[config.mk]
export PLATFORM = sky130hd
export DESIGN_NAME = pe_layer_sched
export DESIGN_NICKNAME = d
export VERILOG_FILES = /design/src/rtl/pe_layer_sched_pkg.sv /design/src/rtl/pe_layer_sched_pe.sv /design/src/rtl/pe_layer_sched.sv
export SDC_FILE = /design/constraint.sdc
export NUM_CORES = 1
export LEC_CHECK = 0
export ABC_AREA = 1
export CAP_MARGIN = 5
export CORE_MARGIN = 3
export CORE_UTILIZATION = 45
export DETAILED_ROUTE_END_ITERATION = 6
export PLACE_DENSITY = 0.74
export SLEW_MARGIN = 10
export SYNTH_ARGS = -nofsm -noshare
export SYNTH_HDL_FRONTEND = slang
export SYNTH_SLANG_ARGS = --single-unit
[constraint.sdc]
create_clock -name clk -period 6.62 [get_ports clk]
set_input_delay 1.655 -clock clk [delete_from_list [all_inputs] [get_ports clk]]
set_output_delay 1.655 -clock clk [all_outputs]
set_load 0.005 [all_outputs]
[src/rtl/pe_layer_sched_pkg.sv]
// Shared widths, FSM encoding and LLR saturation helper for the SC decoder f/g layer scheduler.
package pe_layer_sched_pkg;
    localparam int LLR_W       = 6;
    localparam int P           = 4;
    localparam int LOG_P       = 2;
    localparam int MAX_LOG_LEN = 10;
    localparam int AW          = 10;

    typedef logic signed [LLR_W-1:0] llr_t;

    localparam llr_t LLR_MAX = llr_t'((1 << (LLR_W-1)) - 1);
    localparam llr_t LLR_MIN = llr_t'(1 << (LLR_W-1));

    typedef enum logic [1:0] {S_IDLE, S_RUN, S_DRAIN} state_t;

    // Clamp an LLR_W+1 bit sum: the top two bits disagree only on overflow.
    function automatic llr_t sat_llr(input logic signed [LLR_W:0] x);
        case ({x[LLR_W], x[LLR_W-1]})
            2'b01:   return LLR_MAX;
            2'b10:   return LLR_MIN;
            default: return x[LLR_W-1:0];
        endcase
    endfunction
endpackage

[src/rtl/pe_layer_sched_pe.sv]
// One combinational f/g processing-element lane.
module pe_layer_sched_pe
    import pe_layer_sched_pkg::*;
(
    input  logic is_f,
    input  logic s,
    input  llr_t a,
    input  llr_t b,
    output llr_t y
);
    logic [LLR_W-1:0]      mag_a, mag_b, mag_min;
    logic signed [LLR_W:0] g_sum;

    always_comb begin
        // Magnitudes are unsigned, so the most negative LLR maps to +2^(LLR_W-1).
        mag_a   = a[LLR_W-1] ? -a : a;
        mag_b   = b[LLR_W-1] ? -b : b;
        mag_min = (mag_a < mag_b) ? mag_a : mag_b;
        g_sum   = s ? ({b[LLR_W-1], b} - {a[LLR_W-1], a})
                    : ({b[LLR_W-1], b} + {a[LLR_W-1], a});
        if (is_f)
            y = (a[LLR_W-1] ^ b[LLR_W-1]) ? llr_t'(-mag_min) : llr_t'(mag_min);
        else
            y = sat_llr(g_sum);
    end
endmodule

[src/rtl/pe_layer_sched.sv]
// Walks one f/g layer word by word: reads left/right halves, runs P PE lanes, writes the child vector.
module pe_layer_sched
    import pe_layer_sched_pkg::*;
(
    input  logic                  clk,
    input  logic                  rst,
    input  logic                  start,
    input  logic                  is_f,
    input  logic [3:0]            log_len,
    input  logic [AW-1:0]         src_base,
    input  logic [AW-1:0]         dst_base,
    output logic                  rd_en,
    output logic [AW-1:0]         rd_addr_a,
    output logic [AW-1:0]         rd_addr_b,
    input  logic [P*LLR_W-1:0]    rd_data_a,
    input  logic [P*LLR_W-1:0]    rd_data_b,
    output logic [AW-1:0]         ps_addr,
    input  logic [P-1:0]          ps_data,
    output logic                  wr_en,
    output logic [AW-1:0]         wr_addr,
    output logic [P*LLR_W-1:0]    wr_data,
    output logic                  busy,
    output logic                  done,
    output logic                  err
);
    localparam int STAGES = 2;

    state_t                 state, state_nxt;
    logic [AW-1:0]          cnt, w_q, src_q, dst_q, waddr_q;
    logic                   is_f_q, last_q;
    logic [STAGES:1]        vld_pipe;
    logic                   legal, start_ok, start_bad, last_rd;
    logic [P-1:0][LLR_W-1:0] pe_y;

    assign legal     = (log_len >= 4'(LOG_P + 1)) && (log_len <= 4'(MAX_LOG_LEN));
    assign start_ok  = (state == S_IDLE) && start && legal;
    assign start_bad = (state == S_IDLE) && start && !legal;
    assign last_rd   = (cnt == w_q - AW'(1));
    assign wr_en     = vld_pipe[STAGES];

    always_comb begin
        state_nxt = state;
        rd_en     = 1'b0;
        rd_addr_a = '0;
        rd_addr_b = '0;
        ps_addr   = '0;
        busy      = (state != S_IDLE);
        case (state)
            S_IDLE:  if (start_ok) state_nxt = S_RUN;
            S_RUN: begin
                rd_en     = 1'b1;
                rd_addr_a = src_q + cnt;
                rd_addr_b = src_q + w_q + cnt;
                ps_addr   = cnt;
                if (last_rd) state_nxt = S_DRAIN;
            end
            S_DRAIN: if (done) state_nxt = S_IDLE;
            default: state_nxt = S_IDLE;
        endcase
    end

    for (genvar k = 0; k < P; k++) begin : g_lane
        pe_layer_sched_pe u_pe (
            .is_f (is_f_q),
            .s    (ps_data[k]),
            .a    (rd_data_a[k*LLR_W +: LLR_W]),
            .b    (rd_data_b[k*LLR_W +: LLR_W]),
            .y    (pe_y[k])
        );
    end

    always_ff @(posedge clk) begin
        if (rst) begin
            state    <= S_IDLE;
            cnt      <= '0;
            w_q      <= '0;
            src_q    <= '0;
            dst_q    <= '0;
            is_f_q   <= 1'b0;
            waddr_q  <= '0;
            last_q   <= 1'b0;
            vld_pipe <= '0;
            wr_addr  <= '0;
            wr_data  <= '0;
            done     <= 1'b0;
            err      <= 1'b0;
        end else begin
            state <= state_nxt;
            err   <= start_bad;
            if (start_ok) begin
                is_f_q <= is_f;
                w_q    <= AW'(1) << (log_len - 4'(LOG_P + 1));
                src_q  <= src_base;
                dst_q  <= dst_base;
                cnt    <= '0;
            end else if (state == S_RUN) begin
                cnt <= cnt + AW'(1);
            end
            // Stage 1 tracks the word whose read data is returning; stage 2 is the write.
            vld_pipe <= {vld_pipe[STAGES-1:1], rd_en};
            last_q   <= rd_en && last_rd;
            waddr_q  <= dst_q + cnt;
            wr_addr  <= vld_pipe[1] ? waddr_q : '0;
            wr_data  <= vld_pipe[1] ? pe_y : '0;
            done     <= vld_pipe[1] && last_q;
        end
    end
endmodule

==> impl_metrics.env, run 1 <==
export IMPL_antenna_found_initial=3
export IMPL_io_pins=149
export IMPL_arrival_ns=3.94
export IMPL_max_freq_mhz=179
export IMPL_cp_buffers_inverters=3
export IMPL_avgSynthCellArea_um2=6.68
export IMPL_vias=8232
export IMPL_critical_path_class="reg2out"
export IMPL_yosysTopAreaCellShare_pct=21.7
export IMPL_fp_dieW_um=143
export IMPL_fin_crit_ns=5.60
export IMPL_hp_class="reg2reg"
export IMPL_critPathLaunch="cnt[1]"
export IMPL_h_tree_depth=3
export IMPL_insertion_delay_ns=0.34
export IMPL_skew_ns=0.0102
export IMPL_mostFrequentLayoutCells="251 x nand2_1, 188 x inv_1, 148 x clkdlybuf4s50_1"
export IMPL_setup_tns_ns=0
export IMPL_grt_pass1_wl_mm=35.1
export IMPL_routed_wirelength_mm=21.2
export IMPL_drtIter0Drc=464
export IMPL_grt_max_degree=35
export IMPL_slew_headroom_pct=38.3
export IMPL_dp_hpwl_mm=17.4
export IMPL_yosysTopAreaCell="dfxtp_1"
export IMPL_cpPeakStageDelay_ns=0.60
export IMPL_antenna_left=0
export IMPL_cts_max_path_buffers=2
export IMPL_setup_violations=0
export IMPL_grt_usage_pct=20.8
export IMPL_required_ns=4.97
export IMPL_post_route_period_util_pct=84.6
export IMPL_synth_net_count=1457
export IMPL_utilization_pct=57.4
export IMPL_placementRows=49
export IMPL_gr_total_overflow=0
export IMPL_crit_path_end_kind="output port"
export IMPL_nets=1594
export IMPL_status="finished clean"
export IMPL_rrSetupSlack_ns=4.10
export IMPL_crit_family="adder cells"
export IMPL_cts_made_buffers=9
export IMPL_syn_instance_count=1268
export IMPL_crit_fanout=9
export IMPL_ys_types=44
export IMPL_powerDensity_mw_per_mm2=179
export IMPL_synth_area_leaders="dfxtp_1 22%, ha_1 14%, nand2_1 11%"
export IMPL_die_area_mm2=0.0205
export IMPL_via_per_inst=5.02
export IMPL_gp_congestion=0.912
export IMPL_grt_pass1_vias=7615
export IMPL_maxCapViolCount=0
export IMPL_path_common_cell="nand2_1"
export IMPL_whs_path_depth=2
export IMPL_hold_viol_final=0
export IMPL_cts_sinks=92
export IMPL_reg2reg_to="w_q[5]"
export IMPL_hp_start="waddr_q[9]"
export IMPL_fillerInstances=1727
export IMPL_path_cells="fa_1, ha_1, fa_1, nand2_1, inv_1, o21ai_0, nand2_1, nand2_1, inv_1, o21ai_0, a21boi_0, o21ai_0, nand2_1, xor2_1, nor2_1, clkdlybuf4s50_1"
export IMPL_rsz0062_at_grt="no"
export IMPL_tightestPinTransition_ns=0.924
export IMPL_core_area_mm2=0.0182
export IMPL_cts_tree="yes"
export IMPL_post_cts_resized=0
export IMPL_port_buffer_count=148
export IMPL_wl_per_cell_um=12.9
export IMPL_leakage_nw=5.05
export IMPL_ys_ff_latch=92
export IMPL_area_delta_synth_final_pct=23.4
export IMPL_dr_pass1_iters=5
export IMPL_worst_r2r_cell_count=7
export IMPL_seqCellArea_mm2=0.00184
export IMPL_synth_area_mm2=0.00847
export IMPL_yosysSeqAreaShare_pct=21.7
export IMPL_drc=0
export IMPL_reg2reg_from="state[0]"
export IMPL_cts_hold_buf=0
export IMPL_holdPathEnd="wr_addr[9]"
export IMPL_yosys_warnings=0
export IMPL_drv_slew=0
export IMPL_cp_num_cells=16
export IMPL_post_cts_buffers=0
export IMPL_drive_gt1_share_pct=6.24
export IMPL_clk_pin_slew_worst_paths_ns=0.07
export IMPL_diodes=0
export IMPL_initial_utilization_pct=46.5
export IMPL_crit_path_start_kind="flop"
export IMPL_cts_root_buf="clkbuf_16"
export IMPL_multiInputGateArea_mm2=0.00576
export IMPL_crit_slowest_cell="dfxtp_1"
export IMPL_ir_worst_vdd_uv=124
export IMPL_layout_commonest_cell="nand2_1"
export IMPL_dieHeight_um=143
-- cell usage after synthesis --
cell type / number
clkbuf_1: 14
o21ai_1: 12
o41ai_1: 1
o221ai_1: 3
o22ai_1: 8
a21o_1: 3
nor2_4: 3
nand3_2: 2
or2_2: 1
xnor2_1: 17
clkinv_1: 2
nand3_1: 64
inv_2: 15
xor2_1: 41
nor2_8: 1
nor4_2: 1
a31oi_1: 5
nand2_4: 13
nand4_1: 5
o31ai_1: 1
nand2_2: 23
nand2_1: 251
o21ai_0: 124
nor2_1: 137
nor3_1: 6
o211ai_1: 8
a21oi_2: 4
nand2_8: 1
a211oi_1: 6
inv_1: 188
dfxtp_1: 92
ha_1: 93
a21oi_1: 66
fa_1: 16
buf_2: 8
nor2_2: 6
a21oi_4: 1
nor4_1: 7
o2111ai_1: 1
nor3b_1: 2
o21bai_1: 9
nand3b_1: 5
a21boi_0: 1
buf_1: 1
-- state kept, by name, indices dropped and copies added (netlist names) --
signal,flops
last_q,1
state,2
wr_data,24
waddr_q,10
is_f_q,1
dst_q,10
src_q,10
done,1
err,1
cnt,10
w_q,10
vld_pipe,2
wr_addr,10
-- cell type report --
class / count / share of cell area [%]
flip-flops and latches: 92 / 17.6
multi-input cells: 948 / 55.1
inverters: 205 / 7.36
clock inverters: 7 / 0.778
repair buffers: 149 / 14.2
clock buffers: 9 / 2.15
well taps: 229 / 2.74
-- cell families after synthesis --
kind of cell    Yosys count  synth area share (%)
simple gates            528                  28.0
compound gates          253                  16.5
xor+xnor                 58                  6.00
fa+ha+maj               109                  17.5
buf+inv                 228                  10.2
flops                    92                  21.7
-- report_power, final --
part	total (W)	leakage [nW]	internal [W]	switching, W
logic	0.000751	4.15	0.000294	0.000456
registers	0.000598	0.747	0.000578	0.0000197
clock network	0.000525	0.153	0.000299	0.000226
total	0.00187	5.05	0.00117	0.000702
-- tightest hold or removal path: stages (launching register included) --
cell	delay, ns
dfxtp_1	0.30
inv_1	0.04
nor2_1	0.03
-- how the worst max path moves through the flow --
stage,end,slack [ns]
finish,rd_addr_b[9],1.02
global route,rd_addr_b[9],0.70
CTS,rd_addr_b[9],1.05
detailed placement,wr_data[4],1.38
global placement,wr_data[4],1.42
floorplan,rd_addr_b[9],2.28
-- per-layer routing --
layer	GRT usage, %	share of wire, %
met1	27.9	47
met2	35.0	47
met3	3.55	5.0
met4	5.15	1.3
met5	0	0.19
-- through the flow --
step | power, W | setup slack (ns) | instances | hold WS, ns | cell area (um2)
after floorplan | 0.00115 | 2.28 | 1268 | 0.394 | 8470
after global placement | 0.00134 | 1.42 | 1623 | 0.397 | 10200
after detailed placement | 0.00136 | 1.38 | 1623 | 0.398 | 10200
after CTS | 0.00189 | 1.05 | 1639 | 0.411 | 10500
after global routing | 0.00202 | 0.697 | 1639 | 0.431 | 10500
final | 0.00187 | 1.02 | 1639 | 0.412 | 10500
Note: power is estimated with default switching activity, not from simulation.
==> inputs of run 2 (changes only) <==
- PLACE_DENSITY: 0.74 -> 0.77
- clock period: 6.62 -> 4.5 ns (I/O delays scaled with it)
==> impl_metrics.env, run 2 (synthesis results as in run 1) <==
export IMPL_status="finished clean"
export IMPL_cp_buffers_inverters=3
export IMPL_path_cells="fa_1, ha_1, fa_1, nand2_1, inv_1, o21ai_1, nand2_1, nand2_1, inv_1, o21ai_2, a21boi_1, o21ai_1, nand2_1, xor2_1, nor2_1, dlygate4sd2_1"
export IMPL_skew_ns=0.0136
export IMPL_cts_made_buffers=9
export IMPL_top_register="wr_data"
export IMPL_p_comb_share_pct=41.7
export IMPL_mostFrequentLayoutCells="251 x nand2_1, 188 x inv_1, 147 x clkdlybuf4s50_1"
export IMPL_port_buffer_count=148
export IMPL_setup_violations=0
export IMPL_vias=8376
export IMPL_nets=1621
export IMPL_maxCapViolCount=0
export IMPL_crit_path_start_kind="flop"
export IMPL_fillerInstances=1672
export IMPL_insertion_delay_ns=0.34
export IMPL_reg2reg_from="state[0]"
export IMPL_fp_dieW_um=143
export IMPL_power_switching_w=0.00105
export IMPL_tightestPinTransition_ns=0.788
export IMPL_h_tree_depth=3
export IMPL_powerDensity_mw_per_mm2=260
export IMPL_post_route_period_util_pct=94.1
export IMPL_hold_viol_final=0
export IMPL_leakage_nw=5.17
export IMPL_arrival_ns=3.11
export IMPL_dieHeight_um=143
export IMPL_gr_total_overflow=0
export IMPL_cts_tree="yes"
export IMPL_routed_wirelength_mm=21.8
export IMPL_drtIter0Drc=447
export IMPL_grt_pass1_vias=7645
export IMPL_core_area_mm2=0.0182
export IMPL_rrSetupSlack_ns=1.91
export IMPL_power_frac_seq_pct=31.6
export IMPL_ir_worst_vdd_uv=150
export IMPL_crit_fanout=2
export IMPL_cts_root_buf="clkbuf_16"
export IMPL_grt_usage_pct=21.0
export IMPL_placementRows=49
export IMPL_crit_path_end_kind="output port"
export IMPL_cts_sinks=92
export IMPL_layout_commonest_cell="nand2_1"
export IMPL_p_int_w=0.00172
export IMPL_fin_crit_ns=4.23
export IMPL_grt_max_degree=34
export IMPL_antenna_left=0
export IMPL_wl_per_cell_um=13.1
export IMPL_required_ns=3.38
export IMPL_path_common_cell="nand2_1"
export IMPL_drc=0
export IMPL_cts_max_path_buffers=2
export IMPL_initial_utilization_pct=46.5
export IMPL_swShare_pct=38.0
export IMPL_cpPeakStageDelay_ns=0.48
export IMPL_slew_headroom_pct=47.4
export IMPL_drive_gt1_share_pct=8.35
export IMPL_worst_r2r_cell_count=9
export IMPL_critical_path_class="reg2out"
export IMPL_io_pins=149
export IMPL_antenna_found_initial=3
export IMPL_hp_start="waddr_q[8]"
export IMPL_drv_slew=0
export IMPL_reg2reg_to="cnt[9]"
export IMPL_holdPathEnd="wr_addr[8]"
export IMPL_final_cells=1667
export IMPL_pwr_share_clk_pct=26.7
export IMPL_rsz0062_at_grt="yes"
export IMPL_whs_path_depth=2
export IMPL_gp_congestion=0.921
export IMPL_die_area_mm2=0.0205
export IMPL_crit_slowest_cell="fa_1"
export IMPL_via_per_inst=5.02
export IMPL_crit_family="adder cells"
export IMPL_dpl_cell_count=1650
export IMPL_max_freq_mhz=236
export IMPL_clk_pin_slew_worst_paths_ns=0.07
export IMPL_hp_class="reg2reg"
export IMPL_grt_pass1_wl_mm=35.5
export IMPL_dr_pass1_iters=4
export IMPL_largest_register_ffs=24
export IMPL_dp_hpwl_mm=17.9
export IMPL_holdWs_ns=0.409
export IMPL_area_delta_synth_final_pct=25.9
## run 2: repair_timing
item,in CTS,in global routing
setup buffers,0,0
resized for setup,5,9
hold buffers,0,0
setup endpoints to repair,1,9
## run 2: power groups by stage
stage,sequential (W),combinational (W),clock (W)
CTS,0.000879,0.00115,0.000753
global placement,0.000896,0.00112,0
floorplan,0.000888,0.000809,0
finish,0.000878,0.00116,0.000741
detailed placement,0.000897,0.00115,0
global route,0.000883,0.00132,0.000794
## run 2: metrics by stage
| stage | power, W | worst slack [ns] | utilization [%] | instance area, um2 | setup TNS [ns] |
|---|---|---|---|---|---|
| 2_1_floorplan | 0.00170 | 0.693 | - | 8470 | 0 |
| 3_3_place_gp | 0.00202 | 0.0840 | 56.9 | 10400 | 0 |
| 3_5_place_dp | 0.00204 | -0.0312 | 56.9 | 10400 | -0.0318 |
| 4_1_cts | 0.00278 | 0.157 | 58.5 | 10700 | 0 |
| 5_1_grt | 0.00300 | -0.0383 | 58.6 | 10700 | -0.0383 |
| 6_report | 0.00278 | 0.265 | 58.6 | 10700 | 0 |
## run 2: worst max-delay path by stage
stage | slack, ns | startpoint | depth (start not counted) | end
2_1_floorplan | 0.69 | cnt[1] | 15 | rd_addr_b[9]
3_3_place_gp | 0.08 | rd_data_a[0] | 21 | wr_data[3]
3_5_place_dp | -0.03 | rd_data_a[6] | 20 | wr_data[10]
4_1_cts | 0.16 | cnt[0] | 15 | rd_addr_a[8]
5_1_grt | -0.04 | rd_data_a[12] | 21 | wr_data[14]
6_report | 0.27 | cnt[1] | 16 | rd_addr_b[9]
## run 2: worst reg2reg max path: cells and delay by family (launching register included)
kind,cells,cell delay [ns]
flops,1,0.32
compound gates,2,0.20
buf+inv,3,0.71
simple gates,4,1.27
## run 2: cell type report
class | count | area, um2 | area share, %
Multi-Input combinational cell | 948 | 5780 | 54.2
Antenna cell | 1 | 2.50 | 0.0235
Sequential cell | 92 | 1840 | 17.3
Inverter | 205 | 769 | 7.21
Timing Repair Buffer | 176 | 1690 | 15.8
Clock buffer | 10 | 239 | 2.24
Clock inverter | 6 | 55.1 | 0.516
Tap cell | 229 | 287 | 2.69
## run 2: layer usage
| layer | part of all wire, % | vias to the layer above | GRT usage (%) |
|---|---|---|---|
| met5 | 0.11 | - | 0 |
| met4 | 1.7 | 4 | 5.25 |
| met3 | 5.2 | 30 | 3.08 |
| met2 | 46 | 203 | 35.4 |
| met1 | 47 | 3710 | 28.3 |
| li1 | - | 4429 | - |
==> inputs of run 3 (changes only) <==
- CORE_MARGIN: 3 -> default
- GPL_ROUTABILITY_DRIVEN: default -> 0
==> impl_metrics.env, run 3 (synthesis results as in run 1) <==
export IMPL_crit_path_end_kind="output port"
export IMPL_hp_class="reg2reg"
export IMPL_area_delta_synth_final_pct=26.1
export IMPL_placementRows=49
export IMPL_via_per_inst=5.10
export IMPL_core_area_mm2=0.0182
export IMPL_skew_ns=0.0113
export IMPL_cts_made_buffers=9
export IMPL_cts_max_path_buffers=2
export IMPL_routed_wirelength_mm=22.2
export IMPL_drive_gt1_share_pct=8.48
export IMPL_mostFrequentLayoutCells="251 x nand2_1, 188 x inv_1, 147 x clkdlybuf4s50_1"
export IMPL_cts_sinks=92
export IMPL_arrival_ns=3.19
export IMPL_diodes=0
export IMPL_fp_dieW_um=139
export IMPL_port_buffer_count=148
export IMPL_dpl_cell_count=1651
export IMPL_rsz0062_at_grt="no"
export IMPL_post_route_period_util_pct=95.8
export IMPL_antenna_left=0
export IMPL_dp_hpwl_mm=18.0
export IMPL_fillerInstances=1718
export IMPL_critical_path_class="reg2out"
export IMPL_grt_max_degree=27
export IMPL_crit_path_start_kind="flop"
export IMPL_antenna_found_initial=0
export IMPL_max_freq_mhz=232
export IMPL_initial_utilization_pct=46.5
export IMPL_power_frac_seq_pct=31.2
export IMPL_hp_start="waddr_q[0]"
export IMPL_holdWs_ns=0.408
export IMPL_drv_slew=0
export IMPL_die_area_mm2=0.0194
export IMPL_setup_violations=0
export IMPL_grt_usage_pct=23.1
export IMPL_power_switching_w=0.00109
export IMPL_cts_root_buf="clkbuf_16"
export IMPL_multiInputGateArea_mm2=0.00578
export IMPL_powerDensity_mw_per_mm2=263
export IMPL_cts_hold_buf=0
export IMPL_vias=8503
export IMPL_p_int_w=0.00172
export IMPL_grt_pass1_vias=7871
export IMPL_h_tree_depth=3
export IMPL_maxCapViolCount=0
export IMPL_drtIter0Drc=493
export IMPL_fin_crit_ns=4.31
export IMPL_reg2reg_from="state[0]"
export IMPL_hold_viol_final=0
export IMPL_clk_pin_slew_worst_paths_ns=0.07
export IMPL_seqCellArea_mm2=0.00184
export IMPL_ir_worst_vdd_uv=205
export IMPL_gr_total_overflow=0
export IMPL_leakage_nw=5.19
export IMPL_failed_checks="DRC"
export IMPL_critPathLaunch="cnt[1]"
export IMPL_required_ns=3.38
export IMPL_crit_fanout=2
export IMPL_status="finished with violations"
export IMPL_nets=1623
export IMPL_dieHeight_um=139
export IMPL_grt_pass1_wl_mm=36.4
export IMPL_cts_tree="yes"
export IMPL_drc=9
export IMPL_top_register="wr_data"
export IMPL_largest_register_ffs=24
export IMPL_pwr_share_clk_pct=27.2
export IMPL_io_pins=149
export IMPL_layout_commonest_cell="nand2_1"
export IMPL_final_cells=1668
export IMPL_wl_per_cell_um=13.3
export IMPL_insertion_delay_ns=0.35
export IMPL_swShare_pct=38.7
export IMPL_tightestPinTransition_ns=0.803
export IMPL_slew_headroom_pct=46.4
export IMPL_dr_pass1_iters=7
export IMPL_p_comb_share_pct=41.6
run 3: final cells by class:
type | count | share of cell area [%]
sequential | 92 | 17.3
timing repair buffer | 178 | 16.0
inverter | 205 | 7.20
multi-input combinational | 948 | 54.1
tap | 229 | 2.68
clock inverter | 7 | 0.703
clock buffer | 9 | 2.11
run 3: power groups by stage:
stage | clock, W | combinational, W | sequential (W)
after floorplan | 0 | 0.000809 | 0.000888
after global placement | 0 | 0.00113 | 0.000896
after detailed placement | 0 | 0.00116 | 0.000897
after CTS | 0.000783 | 0.00116 | 0.000878
after global routing | 0.000821 | 0.00133 | 0.000882
final | 0.000764 | 0.00117 | 0.000878
run 3: worst max-delay path: stages, from the launching register on:
cell,delay [ns]
dfxtp_1,0.35
fa_1,0.49
ha_2,0.21
fa_1,0.38
nand2_1,0.08
inv_1,0.04
o21ai_0,0.14
nand2_1,0.09
nand2_1,0.06
inv_1,0.05
o21ai_2,0.12
a21boi_1,0.10
buf_4,0.14
nor2_1,0.09
clkdlybuf4s50_1,0.50
run 3: per-stage QoR:
step,util (%),setup TNS (ns),total power (W),worst slack [ns],instance area (um2)
5_1_grt,58.7,0,0.00303,0.00206,10700
2_1_floorplan,-,0,0.00170,0.693,8470
3_5_place_dp,56.9,-0.146,0.00205,-0.0456,10400
6_report,58.7,0,0.00281,0.188,10700
4_1_cts,58.6,0,0.00282,0.171,10700
3_3_place_gp,56.9,0,0.00202,0.0422,10400
run 3: worst paths after layout:
| kind | to | slack, ns | depth (start not counted) |
|---|---|---|---|
| worst max-delay path | rd_addr_b[7] | 0.19 | 14 |
| worst min-delay path | wr_addr[0] | 0.41 | 2 |
| worst max register to register | cnt[9] | 1.99 | 9 |
| worst min register to register | wr_addr[0] | 0.41 | 2 |
run 3: per-layer routing:
layer	vias up	share of wire, %	track usage [%]
met3	26	5.1	3.44
met5	-	0	0
met2	208	48	40.9
met1	3822	46	29.3
met4	0	1.3	5.44
li1	4447	-	-
run 3: repair_timing:
action                                  in CTS  in global routing
pin swaps                                    1                  0
setup buffers                                1                  0
endpoints found under the setup margin       1                  6
gates resized for setup                      7                  4
